--- src/rtl/cpu8_pkg.sv ---
// Shared definitions for the 8-bit CPU result path.
package cpu8_pkg;

  localparam int DATA_W     = 8;
  localparam int REG_ADDR_W = 4;
  localparam int NUM_REGS   = 16;

  // Writeback sequencer states.
  typedef enum logic [1:0] {
    ST_IDLE     = 2'd0,
    ST_CLR_WAIT = 2'd1,
    ST_CLEAR    = 2'd2
  } wb_state_t;

endpackage

--- src/rtl/result_fifo.sv ---
// Synchronous FIFO holding packed {addr,data} writeback entries.
// Pointers carry one extra wrap bit so full and empty are distinguishable.
module result_fifo #(
  parameter int W     = 12,
  parameter int DEPTH = 4
) (
  input  logic         clk,
  input  logic         rst,
  input  logic         i_push,
  input  logic [W-1:0] i_wdata,
  input  logic         i_pop,
  output logic [W-1:0] o_rdata,
  output logic         o_full,
  output logic         o_empty
);

  localparam int AW = $clog2(DEPTH);

  logic [W-1:0] r_mem [DEPTH];
  logic [AW:0]  r_wptr;
  logic [AW:0]  r_rptr;
  logic         w_push;
  logic         w_pop;

  assign o_empty = (r_wptr == r_rptr);
  assign o_full  = (r_wptr[AW] != r_rptr[AW]) && (r_wptr[AW-1:0] == r_rptr[AW-1:0]);
  assign o_rdata = r_mem[r_rptr[AW-1:0]];

  // Guard against overflow/underflow even if the caller misbehaves.
  assign w_push = i_push & ~o_full;
  assign w_pop  = i_pop & ~o_empty;

  // Pointer advance.
  always_ff @(posedge clk) begin
    if (rst) begin
      r_wptr <= '0;
      r_rptr <= '0;
    end else begin
      if (w_push) r_wptr <= r_wptr + 1'b1;
      if (w_pop)  r_rptr <= r_rptr + 1'b1;
    end
  end

  // Entry storage; contents are don't-care while empty, so no reset.
  always_ff @(posedge clk) begin
    if (w_push) r_mem[r_wptr[AW-1:0]] <= i_wdata;
  end

endmodule

--- src/rtl/result_writeback.sv ---
// Writeback stage: buffers results, replays them onto the register store
// write port, and runs a sequence that zeroes every register.
module result_writeback #(
  parameter int DATA_W = cpu8_pkg::DATA_W,
  parameter int ADDR_W = cpu8_pkg::REG_ADDR_W,
  parameter int DEPTH  = 4
) (
  input  logic              clk,
  input  logic              rst,
  input  logic              res_valid,
  output logic              res_ready,
  input  logic [ADDR_W-1:0] res_addr,
  input  logic [DATA_W-1:0] res_data,
  input  logic              wb_stall,
  input  logic              clr_req,
  output logic              clr_done,
  output logic              eo,
  output logic [ADDR_W-1:0] addr,
  output logic [DATA_W-1:0] out_data,
  output logic              busy,
  output logic [7:0]        wr_count
);

  import cpu8_pkg::*;

  localparam int               EW       = ADDR_W + DATA_W;
  localparam logic [ADDR_W-1:0] LAST_IDX = '1;

  wb_state_t         r_state, w_state_nxt;
  logic [ADDR_W-1:0] r_idx, w_idx_nxt;
  logic              r_eo, r_clr_done;
  logic [ADDR_W-1:0] r_addr;
  logic [DATA_W-1:0] r_data;
  logic [7:0]        r_wr_count;

  logic              w_full, w_empty, w_push, w_pop;
  logic [EW-1:0]     w_head;
  logic              w_clr_wr, w_clr_last;

  // Pushes only in IDLE so a clear never races new results; the FIFO still
  // drains in CLR_WAIT so the clear lands after every queued result.
  assign res_ready = ~w_full & (r_state == ST_IDLE);
  assign w_push    = res_valid & res_ready;
  assign w_pop     = ((r_state == ST_IDLE) || (r_state == ST_CLR_WAIT)) & ~w_empty & ~wb_stall;
  assign busy      = ~w_empty | (r_state != ST_IDLE);

  result_fifo #(.W(EW), .DEPTH(DEPTH)) u_fifo (
    .clk     (clk),
    .rst     (rst),
    .i_push  (w_push),
    .i_wdata ({res_addr, res_data}),
    .i_pop   (w_pop),
    .o_rdata (w_head),
    .o_full  (w_full),
    .o_empty (w_empty)
  );

  // State register and clear index.
  always_ff @(posedge clk) begin
    if (rst) begin
      r_state <= ST_IDLE;
      r_idx   <= '0;
    end else begin
      r_state <= w_state_nxt;
      r_idx   <= w_idx_nxt;
    end
  end

  // Next state, clear index stepping and clear-write strobes.
  always_comb begin
    w_state_nxt = r_state;
    w_idx_nxt   = r_idx;
    w_clr_wr    = 1'b0;
    w_clr_last  = 1'b0;
    case (r_state)
      ST_IDLE: begin
        if (clr_req) w_state_nxt = ST_CLR_WAIT;
      end
      ST_CLR_WAIT: begin
        if (w_empty) begin
          w_state_nxt = ST_CLEAR;
          w_idx_nxt   = '0;
        end
      end
      ST_CLEAR: begin
        if (!wb_stall) begin
          w_clr_wr = 1'b1;
          if (r_idx == LAST_IDX) begin
            w_clr_last  = 1'b1;
            w_state_nxt = ST_IDLE;
            w_idx_nxt   = '0;
          end else begin
            w_idx_nxt = r_idx + 1'b1;
          end
        end
      end
      default: w_state_nxt = ST_IDLE;
    endcase
  end

  // Registered store write port; addr/data hold when no write is issued.
  always_ff @(posedge clk) begin
    if (rst) begin
      r_eo       <= 1'b0;
      r_addr     <= '0;
      r_data     <= '0;
      r_clr_done <= 1'b0;
    end else begin
      r_eo       <= w_pop | w_clr_wr;
      r_clr_done <= w_clr_last;
      if (w_pop) begin
        r_addr <= w_head[EW-1:DATA_W];
        r_data <= w_head[DATA_W-1:0];
      end else if (w_clr_wr) begin
        r_addr <= r_idx;
        r_data <= '0;
      end
    end
  end

  // Saturating count of result writes; clear writes are not counted.
  always_ff @(posedge clk) begin
    if (rst)                             r_wr_count <= '0;
    else if (w_pop && r_wr_count != '1)  r_wr_count <= r_wr_count + 8'd1;
  end

  assign eo       = r_eo;
  assign addr     = r_addr;
  assign out_data = r_data;
  assign clr_done = r_clr_done;
  assign wr_count = r_wr_count;

endmodule
--- config.mk ---
export PLATFORM = sky130hd
export DESIGN_NAME = result_writeback
export DESIGN_NICKNAME = d
export VERILOG_FILES = /design/src/rtl/cpu8_pkg.sv /design/src/rtl/result_fifo.sv /design/src/rtl/result_writeback.sv
export SDC_FILE = /design/constraint.sdc
export NUM_CORES = 1
export LEC_CHECK = 0
export CORE_ASPECT_RATIO = 1.25
export CORE_MARGIN = 1.5
export CORE_UTILIZATION = 45
export DETAILED_ROUTE_END_ITERATION = 8
export PLACE_DENSITY = 0.65
export SYNTH_ARGS = -nofsm -noshare
export SYNTH_HDL_FRONTEND = slang
export SYNTH_SLANG_ARGS = --single-unit
--- constraint.sdc ---
create_clock -name clk -period 2.2 [get_ports clk]
set_input_delay 0.33 -clock clk [delete_from_list [all_inputs] [get_ports clk]]
set_output_delay 0.33 -clock clk [all_outputs]
set_load 0.02 [all_outputs]
* Yosys cells after proc, flatten, opt, wreduce, memory -nomap -nowiden *
Memory sizes are Yosys's and may differ from the RTL's. A register that Yosys moved wholly into a read port is not among the register bits.
Cells that the tools add are included.

word-level totals
  bits in registers = 34
  memory bits (writable) = 48
  bits in read-only memories = 0
  memories kept = 1
  latch bits = 0
  bits of input ports = 17

memories
  memory        words  bits a word  read ports  clocked after Yosys merged registers in  wr ports  line               source
  u_fifo.r_mem  4      12           1           1                                        1         result_fifo.sv:19  logic [W-1:0] r_mem [DEPTH];

operators by class
  divide/modulo/power cells = 0
  $lt $le $gt $ge = 0
  bitwise logic cells = 12
  shift operators = 0
  add/sub/neg operators = 4
  mux-type cells = 20
  multiply operators = 0
  equal/unequal tests = 11
  reductions and logical operators = 10

operator list
  operator             count
  $mux 4               5
  $mux 8               2
  $mux 2               6
  $add 8x1->8 const B  1
  $ne 8x8->1 const B   1
  $pmux 4 s2           1
  $add 3x1->3 const B  2
  $and 1x1->1          6
  $ne 2x2->1 const B   3
  $pmux 2 s3           1
  $reduce_bool 2->1    3
  $mux 1               5
  $add 4x1->4 const B  1
  $eq 4x4->1 const B   1
  $not 1->1            4
  $reduce_and 4->1     1
  $eq 3x3->1           1
  $reduce_and 3->1     1
  $reduce_or 3->1      1
  $eq 2x1->1 const B   1
  $eq 2x2->1           1
  $eq 2x2->1 const B   1
  $logic_and 1x1->1    2
  $logic_not 2->1      1
  4 further kinds      5

* Longest topological paths before layout *
  depth after elaboration = 8
  depth in mapped cells = 6

* By module *
From an unflattened synthesis, not the netlist that was laid out.

unflattened totals
  cells, all modules = 284
  area total of the unflattened synthesis = 3631.0 µm²

by module, submodules not included
  module            area an instance (µm²)  sequential area each (µm²)  cells an instance  times used
  result_fifo       2302.2                  1601.5                      130                1
  result_writeback  1328.8                  560.5                       154                1

* Worst setup path before layout *
No wires, ideal clock.

  path type = reg2reg
  from = reg u_fifo.r_wptr[0]
  to = mem u_fifo.r_mem[0][0], enable pin
  period minus slack after synthesis = 1.664 ns
  data required time = 1.845 ns
  data arrival time = 1.309 ns
  cell stages (with the launch flop) = 4
  path buffers = 0
  slack = 0.536 ns
  path through = dfxtp_1 > xor2_2 > o311a_2 > and2_1

between the ends
  cells in the longest elaborated chain, start to end = 8

RTL lines
  what                          line                                       source
  start: declaration            result_fifo.sv:20                          logic [AW:0] r_wptr;
  start signal: assignment      result_fifo.sv:39                          if (w_push) r_wptr <= r_wptr + 1'b1;
  $eq 2x2->1                    result_fifo.sv:26                          assign o_full = (r_wptr[AW] != r_rptr[AW]) && (r_wptr[AW-1:0] == r_rptr[AW-1:0]);
  $logic_and 1x1->1             result_fifo.sv:26
  $not 1->1                     result_fifo.sv:30, result_writeback.sv:42
  $and 1x1->1                   result_writeback.sv:42                     assign res_ready = ~w_full & (r_state == ST_IDLE);
  $and 1x1->1                   result_writeback.sv:43                     assign w_push = res_valid & res_ready;
  $and 1x1->1                   result_fifo.sv:30                          assign w_push = i_push & ~o_full;
  $mux 1                        result_fifo.sv:46                          if (w_push) r_mem[r_wptr[AW-1:0]] <= i_wdata;
  $mux 1 (not written as such)  result_fifo.sv:46
  end: declaration              result_fifo.sv:19

Parallel ways exist; a longest one is shown, timed or not.

* Worst setup path in the final report *
  from = reg u_fifo.r_wptr[1]
  to = out busy

between the ends
  cells in the longest elaborated chain, start to end = 3

RTL lines
  what              line                    source
  $eq 3x3->1        result_fifo.sv:25       assign o_empty = (r_wptr == r_rptr);
  $not 1->1         result_writeback.sv:45  assign busy = ~w_empty | (r_state != ST_IDLE);
  $or 1x1->1        result_writeback.sv:45
  end: declaration  result_writeback.sv:20  output logic busy,

Every way passes these cells.

==> run_results.csv <==
group,metric,value,unit
logic_synthesis,syn_area,3420,sq um
drt,route.vias.total,2133,
cts,cts_tree,"done",
logic_synthesis,synth_enable_flop_cells,48,
drt,wirelength,6.37,mm
power_and_ir_drop,leakagePower,1.46,nW
global_route,grtUsageTotal,17.4,%
drt,drt_pass1_iterations,4,
layout,layoutNonFillerInstCount,401,
timing,hold_viol_final,0,
floorplan,dieArea,8130,sq um
cts,clk-insertion-delay-late,0.36,ns
placement,routabilityCongestion,0.742,
placement,placedCellCount,379,
cts,cts_sinks,84,
setup_path,timing_worst_setup_path_type,"reg -> out",
layout,utilization,57.3,%
floorplan,die_h,100,um
drt,drtIter0Drc,72,
timing,fmax,482,MHz
timing,finalWorstSetupSlack,0.125,ns
timing,rsz0062_at_grt,"no",
cts,htreeDepth,3,
floorplan,start_util,46.4,%
cts,clk_path_buf_depth,2,
logic_synthesis,netlist_instances,252,
drt,drt_drc_violations_left,0,
cts,cts_buffers,9,
power_and_ir_drop,swShare,33.0,%
timing,slew_viol_final,0,
global_route,grt_max_degree,30,
placement,placed_cell_area,3930,sq um
floorplan,core_area,7360,sq um
setup_path,path_max_fanout,5,
logic_synthesis,yosysUniqueCellTypes,45,
setup_path,cp_data_arrival_time,1.74,ns
job,maxCapViolations,0,
placement,hpwl,4.17,mm
drt,ant_nets,0,
power_and_ir_drop,p_comb_share,30.8,%
power_and_ir_drop,fin_total_pwr,4.52,mW
floorplan,io-pin-count,41,
logic_synthesis,async_reset_ff_share,0,%
power_and_ir_drop,p_sw,1.49,mW
drt,post_drt_wl_per_cell,15.9,um
logic_synthesis,seq_area_frac_synth,63.3,%
timing,min_period,2.07,ns
logic_synthesis,synth_top_cell_by_area,"edfxtp_1",
power_and_ir_drop,power.density,1070,nW/um^2
power_and_ir_drop,cell_internal_pwr,3.03,mW
global_route,grt_first_pass_wirelength,10.2,mm
cts,cts_root_buf,"clkbuf_8",
logic_synthesis,synth-seq-cells,84,
logic_synthesis,syn_area_per_cell,13.6,sq um
timing,skew,0.0102,ns
worst_hold_path,hold_path_class,"reg -> reg",
timing,holdWs,0.477,ns
global_route,grt_pass1_vias,2129,
logic_synthesis,synthTopCellsByArea,"edfxtp_1 (42%), dfxtp_1 (21%), mux4_2 (7.9%), a21oi_1 (2.6%), ha_1 (2.6%)",
floorplan,die_x,80.9,um
timing,fin_tns_setup,0,ns
layout,final_nets,328,
timing,setup_viol,0,
setup_path,required,1.87,ns
placement,pre_cts_ws,0.162,ns
global_route,antenna_found_initial,0,
outcome,status,"finished, final reports clean",
logic_synthesis,synth_warnings,0,
logic_synthesis,synth_top_cell_area_share,42.2,%
placement,io_buffer_count,40,
power_and_ir_drop,clkPwrFrac,23.5,%
cts,clk_pin_slew_worst_paths,0.09,ns
setup_path,critPathCaptureType,"output pin",
cts,hold_buffers,0,
drt,vias_per_cell,5.32,
logic_synthesis,ys.flop_type,"edfxtp_1",
logic_synthesis,synth_nets,276,
setup_path,start_kind,"flip-flop",
layout,antennaDiodeCount,0,
layout,fin_area,4220,sq um
floorplan,row_count,35,
global_route,grt_overflow,0,
timing,relSlewSlack,54.0,%
timing,worstMarginPinSlew,0.681,ns
layout,syn_to_final_growth,23.5,%
timing,fin_crit_sh,94.3,%
power_and_ir_drop,p_seq_share,45.6,%
power_and_ir_drop,peakVddDrop,0.425,mV
layout,drive_gt1_share,19.4,%
area by class of cell:
class | instances | area (sq um)
fillers | 624 | 3140
flip-flops and latches | 84 | 2170
multi-input cells | 149 | 1210
repair buffers | 54 | 507
clock buffers | 9 | 124
well taps | 92 | 115
clock inverters | 7 | 68.8
inverters | 6 | 22.5
layer usage:
layer / part of all wire (%) / wire (um) / track usage (%) / vias to the layer above
li1: - / - / - / 1051
met1: 43 / 2760 / 20.8 / 1032
met2: 51 / 3260 / 29.2 / 40
met3: 4.1 / 260 / 5.45 / 10
met4: 1.5 / 97 / 6.37 / 0
met5: 0 / 0 / 0 / -
sequential cells by signal (all words and copies together) (netlist names), named ones only:
| name | cells |
|---|---|
| addr | 4 |
| u_fifo.r_wptr | 3 |
| r_state | 2 |
| eo | 1 |
| u_fifo.r_rptr | 3 |
| clr_done | 1 |
| u_fifo.r_mem | 48 |
| r_idx | 4 |
| out_data | 8 |
| wr_count | 8 |
worst paths after layout:
path	depth (start not counted)	from	to	slack, ns
worst min register to register	2	out_data[2]	out_data[2]	0.48
worst max-delay path	5	u_fifo.r_wptr[1]	busy	0.13
worst min-delay path	2	out_data[2]	out_data[2]	0.48
worst max register to register	6	u_fifo.r_wptr[1]	addr[3]	0.21
synthesized netlist by cell type, drive strengths merged, types with 5 or more instances:
cell type  instances
inv                6
nand3             15
ha                 7
clkbuf             7
mux4              12
mux2i              5
a21oi             18
buf                6
edfxtp            48
dfxtp             36
nand2             16
nor2              18
worst max-delay path, stage by stage, from the launching register on:
cell           delay, ns
dfxtp_2             0.38
xor2_4              0.21
buf_4               0.15
nor3_2              0.26
nand2_1             0.08
dlygate4sd2_1       0.32
power groups by stage:
stage | Sequential (mW) | Combinational, mW | Clock [mW]
2_1_floorplan | 2.15 | 0.786 | 0
3_3_place_gp | 2.08 | 1.29 | 0
3_5_place_dp | 2.08 | 1.31 | 0
4_1_cts | 2.07 | 1.32 | 1.10
5_1_grt | 2.09 | 1.52 | 1.17
6_report | 2.06 | 1.40 | 1.06
what timing repair did:
| action | in CTS | in global routing |
|---|---|---|
| gates resized for setup | 9 | 3 |
| pin swaps | 2 | 1 |
| setup endpoints to repair | 2 | 1 |
| buffers inserted | 0 | 6 |
layout by cell type, fill, tap and decap left out, types with 2 or more instances in the layout:
master / count
nor4b_1: 2
a211oi_1: 4
nor2_1: 17
inv_6: 3
nand2_1: 16
dfxtp_2: 4
mux2i_1: 5
nor2b_1: 3
nand3_1: 15
a21o_1: 2
or3_1: 3
ha_1: 7
a211o_1: 2
o31ai_1: 3
or4_1: 3
a21oi_1: 18
o31a_2: 2
dfxtp_1: 32
clkbuf_8: 9
edfxtp_1: 48
inv_1: 6
xnor2_1: 3
clkdlybuf4s50_1: 38
o41ai_1: 2
xor2_4: 2
nand2b_1: 2
inv_8: 3
and2_1: 4
o311a_2: 2
o21ai_0: 3
mux4_2: 12
buf_4: 14
kinds of logic after synthesis:
| logic type | count (synthesis) | synth area share, % |
|---|---|---|
| adder cells (fa/ha/maj) | 7 | 2.56 |
| XOR/XNOR | 7 | 2.23 |
| AND/OR/NAND/NOR | 73 | 10.6 |
| multiplexers | 18 | 9.71 |
| buffers and inverters | 19 | 2.71 |
| flip-flops | 84 | 63.3 |
| AO/OA/AOI/OAI | 44 | 8.86 |
No activity file was read; power rests on OpenSTA's default activity.
